**config.mk**
```make
export PLATFORM = sky130hd
export DESIGN_NAME = pipe_ctrl
export DESIGN_NICKNAME = d
export VERILOG_FILES = /design/src/rtl/pipe_ctrl.sv
export SDC_FILE = /design/constraint.sdc
export NUM_CORES = 1
export LEC_CHECK = 0
export BUFFER_PORTS_ARGS = -buffer_cell sky130_fd_sc_hd__buf_4
export CAP_MARGIN = 40
export CORE_ASPECT_RATIO = 0.75
export CORE_MARGIN = 2
export CORE_UTILIZATION = 56
export DETAILED_ROUTE_END_ITERATION = 10
export GPL_TIMING_DRIVEN = 0
export PLACE_DENSITY = 0.84
export SYNTH_ARGS = -nofsm -noshare
export SYNTH_HDL_FRONTEND = slang
export SYNTH_SLANG_ARGS = --single-unit
```
**constraint.sdc**
```tcl
create_clock -name clk -period 9.9 [get_ports clk]
set_clock_uncertainty 0.2 [all_clocks]
set_input_delay 1.98 -clock clk [delete_from_list [all_inputs] [get_ports clk]]
set_output_delay 1.98 -clock clk [all_outputs]
set_load 0.005 [all_outputs]
```
**src/rtl/pipe_ctrl.sv**
```systemverilog
// Pipeline controller for the 5-stage MIPS core: merges stage stall requests, sequences
// exception/ERET redirects as freeze-then-flush, and keeps stall/flush statistics and a watchdog.
module pipe_ctrl #(
    parameter logic [31:0] EXC_VECTOR    = 32'h0000_0020,
    parameter logic [15:0] STALL_TIMEOUT = 16'd1024,
    parameter int unsigned CNT_W         = 32
) (
    input  logic             clk,
    input  logic             rst,
    input  logic             stallreq_if,
    input  logic             stallreq_id,
    input  logic             stallreq_ex,
    input  logic             stallreq_mem,
    input  logic [31:0]      excepttype_i,
    input  logic [31:0]      cp0_epc_i,
    output logic [5:0]       stall,
    output logic             flush,
    output logic [31:0]      new_pc,
    output logic [CNT_W-1:0] stall_cycles,
    output logic [15:0]      flush_count,
    output logic             stall_timeout
);

    localparam logic [31:0] ExcEret = 32'h0000_000e;

    localparam logic [5:0] StallNone   = 6'b000000;
    localparam logic [5:0] StallIf     = 6'b000011;
    localparam logic [5:0] StallId     = 6'b000111;
    localparam logic [5:0] StallEx     = 6'b001111;
    localparam logic [5:0] StallMem    = 6'b011111;
    localparam logic [5:0] StallFreeze = 6'b111111;

    typedef enum logic [1:0] {
        StIdle,
        StWaitMem,
        StFlush
    } state_e;

    state_e           state_q, state_d;
    logic [31:0]      code_q, code_d;
    logic [31:0]      new_pc_q, new_pc_d;
    logic             flush_q, flush_d;
    logic [CNT_W-1:0] stall_cycles_q, stall_cycles_d;
    logic [15:0]      flush_count_q, flush_count_d;
    logic [15:0]      run_cnt_q, run_cnt_d;
    logic             timeout_q, timeout_d;
    logic             exc_pending;

    assign exc_pending = (excepttype_i != 32'h0);

    // State register
    always_ff @(posedge clk or posedge rst) begin
        if (rst) begin
            state_q <= StIdle;
        end else begin
            state_q <= state_d;
        end
    end

    // Next-state logic; the redirect target is chosen only once MEM is no longer stalled
    always_comb begin
        state_d  = state_q;
        code_d   = code_q;
        new_pc_d = new_pc_q;
        unique case (state_q)
            StIdle: begin
                if (exc_pending) begin
                    if (stallreq_mem) begin
                        state_d = StWaitMem;
                        code_d  = excepttype_i;
                    end else begin
                        state_d  = StFlush;
                        new_pc_d = (excepttype_i == ExcEret) ? cp0_epc_i : EXC_VECTOR;
                    end
                end
            end
            StWaitMem: begin
                if (!stallreq_mem) begin
                    state_d  = StFlush;
                    new_pc_d = (code_q == ExcEret) ? cp0_epc_i : EXC_VECTOR;
                end
            end
            StFlush: begin
                state_d = StIdle;
            end
            default: begin
                state_d = StIdle;
            end
        endcase
    end

    // Stall vector output
    always_comb begin
        stall = StallNone;
        if (!rst) begin
            unique case (state_q)
                StIdle: begin
                    if (exc_pending) begin
                        stall = stallreq_mem ? StallMem : StallFreeze;
                    end else if (stallreq_mem) begin
                        stall = StallMem;
                    end else if (stallreq_ex) begin
                        stall = StallEx;
                    end else if (stallreq_id) begin
                        stall = StallId;
                    end else if (stallreq_if) begin
                        stall = StallIf;
                    end
                end
                StWaitMem: begin
                    stall = stallreq_mem ? StallMem : StallFreeze;
                end
                StFlush: begin
                    stall = StallNone;
                end
                default: begin
                    stall = StallNone;
                end
            endcase
        end
    end

    // Statistics and watchdog
    always_comb begin
        flush_d        = (state_d == StFlush);
        stall_cycles_d = stall_cycles_q + CNT_W'(stall[0]);
        flush_count_d  = flush_count_q + 16'((state_q == StFlush) ? 1 : 0);
        if (!stall[0]) begin
            run_cnt_d = 16'h0;
        end else if (run_cnt_q >= STALL_TIMEOUT) begin
            run_cnt_d = STALL_TIMEOUT;
        end else begin
            run_cnt_d = run_cnt_q + 16'h1;
        end
        timeout_d = timeout_q | (run_cnt_d == STALL_TIMEOUT);
    end

    always_ff @(posedge clk or posedge rst) begin
        if (rst) begin
            code_q         <= 32'h0;
            new_pc_q       <= 32'h0;
            flush_q        <= 1'b0;
            stall_cycles_q <= '0;
            flush_count_q  <= 16'h0;
            run_cnt_q      <= 16'h0;
            timeout_q      <= 1'b0;
        end else begin
            code_q         <= code_d;
            new_pc_q       <= new_pc_d;
            flush_q        <= flush_d;
            stall_cycles_q <= stall_cycles_d;
            flush_count_q  <= flush_count_d;
            run_cnt_q      <= run_cnt_d;
            timeout_q      <= timeout_d;
        end
    end

    assign flush         = flush_q;
    assign new_pc        = new_pc_q;
    assign stall_cycles  = stall_cycles_q;
    assign flush_count   = flush_count_q;
    assign stall_timeout = timeout_q;

endmodule

```
==> metrics.txt <==
# TYPE chip_impl_metric gauge
chip_impl_metric{name="preCtsSetupSlack",unit="ns"} 3.77
chip_impl_metric{name="worst-slew-pin-transition",unit="ns"} 0.661
chip_impl_metric{name="layout-drive-gt1-share",unit="%"} 34.1
chip_impl_info{name="r2r-end",value="stall_cycles[28]$_DFF_PP0_"} 1
chip_impl_metric{name="ant_cells",unit=""} 0
chip_impl_metric{name="ys_seq_area_share",unit="%"} 59.0
chip_impl_info{name="hp-start",value="flush_count[15]$_DFF_PP0_"} 1
chip_impl_metric{name="clk_transition_reported_paths",unit="ns"} 0.05
chip_impl_metric{name="finalHoldViolCount",unit=""} 0
chip_impl_info{name="setup.worst_path.start_class",value="input pin"} 1
chip_impl_metric{name="critical_path_required",unit="ns"} 7.72
chip_impl_info{name="cts-root-buf",value="sky130_fd_sc_hd__clkbuf_16"} 1
chip_impl_info{name="r2r-start",value="state_q[0]$_DFF_PP0_"} 1
chip_impl_metric{name="buffer_levels_on_the_longest_clock_path",unit=""} 2
chip_impl_metric{name="synth.area.mux_share",unit="%"} 6.44
chip_impl_metric{name="first_pass_grt_wire_length",unit="um"} 21500
chip_impl_metric{name="yosys_warnings",unit=""} 0
chip_impl_metric{name="floorplan.core_area",unit="mm^2"} 0.00970
chip_impl_metric{name="gr-total-overflow",unit=""} 0
chip_impl_metric{name="drtIter0Drc",unit=""} 249
chip_impl_metric{name="timing.setup.tns",unit="ns"} 0
chip_impl_metric{name="dr_total_vias",unit=""} 4413
chip_impl_metric{name="dieHeight",unit="um"} 90.6
chip_impl_metric{name="placed_cells",unit=""} 787
chip_impl_info{name="outcome",value="completed"} 1
chip_impl_metric{name="io_pins",unit=""} 158
chip_impl_metric{name="post-route-cell-area",unit="mm^2"} 0.00767
chip_impl_info{name="combinational_family_with_the_most_area_after_synthesis",value="simple AND/OR/NAND/NOR gates"} 1
chip_impl_metric{name="final-max-slew-violation-count",unit=""} 0
chip_impl_metric{name="post-route-util",unit="%"} 79.1
chip_impl_metric{name="dpl_cell_area",unit="mm^2"} 0.00699
chip_impl_metric{name="netlist_area",unit="mm^2"} 0.00560
chip_impl_metric{name="synth_xor_area_share",unit="%"} 8.29
chip_impl_metric{name="ys_seq_elements",unit=""} 132
chip_impl_metric{name="cap_violations",unit=""} 0
chip_impl_metric{name="h-tree-depth",unit=""} 4
chip_impl_metric{name="gp_routability_congestion",unit=""} 0.784
chip_impl_metric{name="placement.io_buffers",unit=""} 157
chip_impl_metric{name="global_route.usage.total",unit="%"} 25.1
chip_impl_metric{name="sequential_cell_area",unit="mm^2"} 0.00330
chip_impl_metric{name="netlist_instances",unit=""} 493
chip_impl_metric{name="worst_ir_drop_vdd",unit="mV"} 0.136
chip_impl_metric{name="setup_viol",unit=""} 0
chip_impl_metric{name="die_w",unit="um"} 119
chip_impl_metric{name="cts-hold-fix-buffers",unit=""} 0
chip_impl_metric{name="dp.final_hpwl",unit="um"} 9280
chip_impl_metric{name="arithmetic_cell_share_of_the_synthesized_area_counting_full_adders_half_adders_and_majority_gates",unit="%"} 1.34
chip_impl_metric{name="insertion_delay",unit="ns"} 0.41
chip_impl_metric{name="detail_route.vias_per_cell",unit=""} 5.39
chip_impl_metric{name="drc_errors",unit=""} 0
chip_impl_metric{name="finalWorstPathRequiredPeriod",unit="ns"} 6.15
chip_impl_info{name="hold_end",value="flush_count[15]$_DFF_PP0_"} 1
chip_impl_metric{name="cp.arrival",unit="ns"} 3.97
chip_impl_info{name="timing.hold.worst.class",value="reg2reg"} 1
chip_impl_metric{name="p_per_area",unit="mW/mm^2"} 196
chip_impl_metric{name="grt_antenna_before_repair",unit=""} 0
chip_impl_metric{name="start_util",unit="%"} 57.7
chip_impl_metric{name="multi_input_area",unit="mm^2"} 0.00218
chip_impl_metric{name="layout.cells.non_filler",unit=""} 819
chip_impl_metric{name="cell_variety_after_synth",unit=""} 36
chip_impl_metric{name="tritoncts.num_buffers",unit=""} 17
chip_impl_metric{name="die_area",unit="mm^2"} 0.0108
chip_impl_info{name="timing.critical_path.to_type",value="primary output"} 1
chip_impl_metric{name="ant_nets",unit=""} 0
chip_impl_metric{name="n_fill_cell",unit=""} 605
chip_impl_metric{name="post_cts_resized",unit=""} 0
chip_impl_metric{name="crit_fanout",unit=""} 10
chip_impl_info{name="crit_type",value="in2out"} 1
chip_impl_metric{name="slew_headroom",unit="%"} 55.7
chip_impl_metric{name="fin_crit_sh",unit="%"} 62.1
chip_impl_info{name="synth_ff_type",value="sky130_fd_sc_hd__dfrtp_1"} 1
chip_impl_info{name="rsz_0062_raised_after_global_routing",value="no"} 1
chip_impl_metric{name="reg2regPathDepth",unit=""} 11
chip_impl_metric{name="postCtsSetupRepairBufs",unit=""} 0
chip_impl_metric{name="avgRoutedWirePerCell",unit="um"} 15.7
chip_impl_info{name="tritoncts",value="built"} 1
chip_impl_metric{name="final.setup.worst_slack",unit="ns"} 3.75
chip_impl_metric{name="grt_pass1_vias",unit=""} 4380
chip_impl_metric{name="fmax",unit="MHz"} 163
chip_impl_metric{name="r2r_slack",unit="ns"} 6.83
chip_impl_metric{name="leakagePower",unit="nW"} 3.65
chip_impl_metric{name="number_of_synthesized_flops_with_an_enable_pin",unit=""} 0
chip_impl_metric{name="area.growth.synth_to_final",unit="%"} 37.1
chip_impl_metric{name="synth-simple-area-share",unit="%"} 17.4
chip_impl_metric{name="grt_start_max_net_pins",unit=""} 74
chip_impl_metric{name="drt_wl_total",unit="um"} 12900
chip_impl_metric{name="synth_compound_area_share",unit="%"} 5.07
chip_impl_metric{name="finalNetCount",unit=""} 750
chip_impl_metric{name="detailedRoute.firstPassIterationCount",unit=""} 5
chip_impl_metric{name="avgSynthCellArea",unit="um^2"} 11.4
chip_impl_metric{name="async_reset_ff_share",unit="%"} 100
chip_impl_metric{name="placement_rows",unit=""} 31
chip_impl_metric{name="worst_hold_path_stage_count",unit=""} 1
chip_impl_metric{name="clock-sinks",unit=""} 132
==> cell families (layout without fill, tap and decap cells) <==
| group | after synthesis | count (layout) |
|---|---|---|
| simple gates | 195 | 195 |
| flops | 132 | 132 |
| xor+xnor | 53 | 53 |
| compound gates | 44 | 44 |
| mux | 32 | 32 |
| buf+inv | 30 | 220 |
| fa+ha+maj | 6 | 6 |
| other cells | 1 | 5 |
==> layout make-up <==
type | count | area share, %
Sequential cell | 132 | 43.1
Tap cell | 132 | 2.15
Timing Repair Buffer | 158 | 15.7
Buffer | 17 | 1.08
Inverter | 13 | 0.701
Clock inverter | 12 | 2.95
Clock buffer | 20 | 5.95
Multi-Input combinational cell | 335 | 28.4
==> metrics by stage <==
stage               power [mW]  hold slack [ns]
finish                    1.50            0.263
global route              1.56            0.276
CTS                       1.51            0.272
detailed placement       0.797            0.261
global placement         0.785            0.258
floorplan                0.706            0.265
==> synthesized netlist by cell type (2+ instances only) <==
cell type,n,area (um^2)
sky130_fd_sc_hd__clkbuf_1,7,26.3
sky130_fd_sc_hd__mux2_2,32,360
sky130_fd_sc_hd__nor2_1,30,113
sky130_fd_sc_hd__o21ai_0,31,155
sky130_fd_sc_hd__dfrtp_1,132,3300
sky130_fd_sc_hd__o31ai_2,2,25.0
sky130_fd_sc_hd__xnor2_1,33,289
sky130_fd_sc_hd__nor3_1,10,50.1
sky130_fd_sc_hd__and3_1,9,56.3
sky130_fd_sc_hd__or3_1,2,12.5
sky130_fd_sc_hd__nand3_1,51,255
sky130_fd_sc_hd__nand2_1,47,176
sky130_fd_sc_hd__nand2b_1,3,18.8
sky130_fd_sc_hd__and2_1,2,12.5
sky130_fd_sc_hd__nor4_1,14,87.6
sky130_fd_sc_hd__xor2_1,20,175
sky130_fd_sc_hd__buf_1,2,7.51
sky130_fd_sc_hd__a31oi_1,3,18.8
sky130_fd_sc_hd__or4_1,2,15.0
sky130_fd_sc_hd__nand4_1,15,93.8
sky130_fd_sc_hd__buf_2,6,30.0
sky130_fd_sc_hd__and4_1,7,61.3
sky130_fd_sc_hd__inv_1,12,45.0
sky130_fd_sc_hd__o21a_1,3,22.5
sky130_fd_sc_hd__ha_1,6,75.1
sky130_fd_sc_hd__o31a_1,2,17.5
==> routing by layer <==
metal / track usage [%] / share of wire (%)
met5: 0 / 0
met4: 8.92 / 1.1
met3: 7.32 / 5.6
met2: 40.0 / 50
met1: 33.0 / 44
==> critical path: stages <==
cell                      delay (ns)
sky130_fd_sc_hd__buf_4          0.12
sky130_fd_sc_hd__nor4_1         0.29
sky130_fd_sc_hd__nand4_1        0.25
sky130_fd_sc_hd__or3_1          0.44
sky130_fd_sc_hd__buf_6          0.16
sky130_fd_sc_hd__o31ai_2        0.33
sky130_fd_sc_hd__inv_2          0.13
sky130_fd_sc_hd__buf_4          0.15
sky130_fd_sc_hd__buf_4          0.12
==> sequential cells by signal, indices dropped and copies added, names as in the netlist <==
signal,cells
code_q,32
flush_count,16
state_q,2
new_pc,32
stall_cycles,32
flush,1
stall_timeout,1
run_cnt_q,16
==> power by group <==
| group | internal (mW) | total, mW | switching [mW] |
|---|---|---|---|
| Combinational | 0.0905 | 0.155 | 0.0645 |
| Clock | 0.487 | 0.714 | 0.228 |
| Sequential | 0.591 | 0.634 | 0.0430 |
| Total | 1.17 | 1.50 | 0.336 |
==> cell usage in the layout (no fill, tap or decap), drive strengths merged, types with 3 or more instances in the layout <==
cell,netlist,layout
ha,6,6
o21ai,31,31
nand3,51,51
dfrtp,132,132
and4,7,7
and3,9,9
bufinv,0,6
nor2,30,30
o21a,3,3
mux2,32,32
nor4,14,14
inv,13,13
nand2b,3,3
buf,10,168
nor3,10,10
nand2,47,47
clkinv,0,4
xnor2,33,33
nand4,15,15
a31oi,3,3
conb,1,5
xor2,20,20
clkbuf,7,27
==> worst max path at each step <==
stage                     startpoint                endpoint  slack (ns)  depth (start not counted)
finish               excepttype_i[0]                stall[1]        3.75                          9
global route        excepttype_i[25]                stall[1]        3.61                          9
CTS                 excepttype_i[13]                stall[1]        3.75                          9
detailed placement  excepttype_i[13]                stall[1]        3.77                          9
global placement                 rst  new_pc[18]$_DFFE_PP0P_        2.94                          2
floorplan                        rst   code_q[0]$_DFFE_PP0P_        4.19                          1
Power figures use the tool's default switching activity.
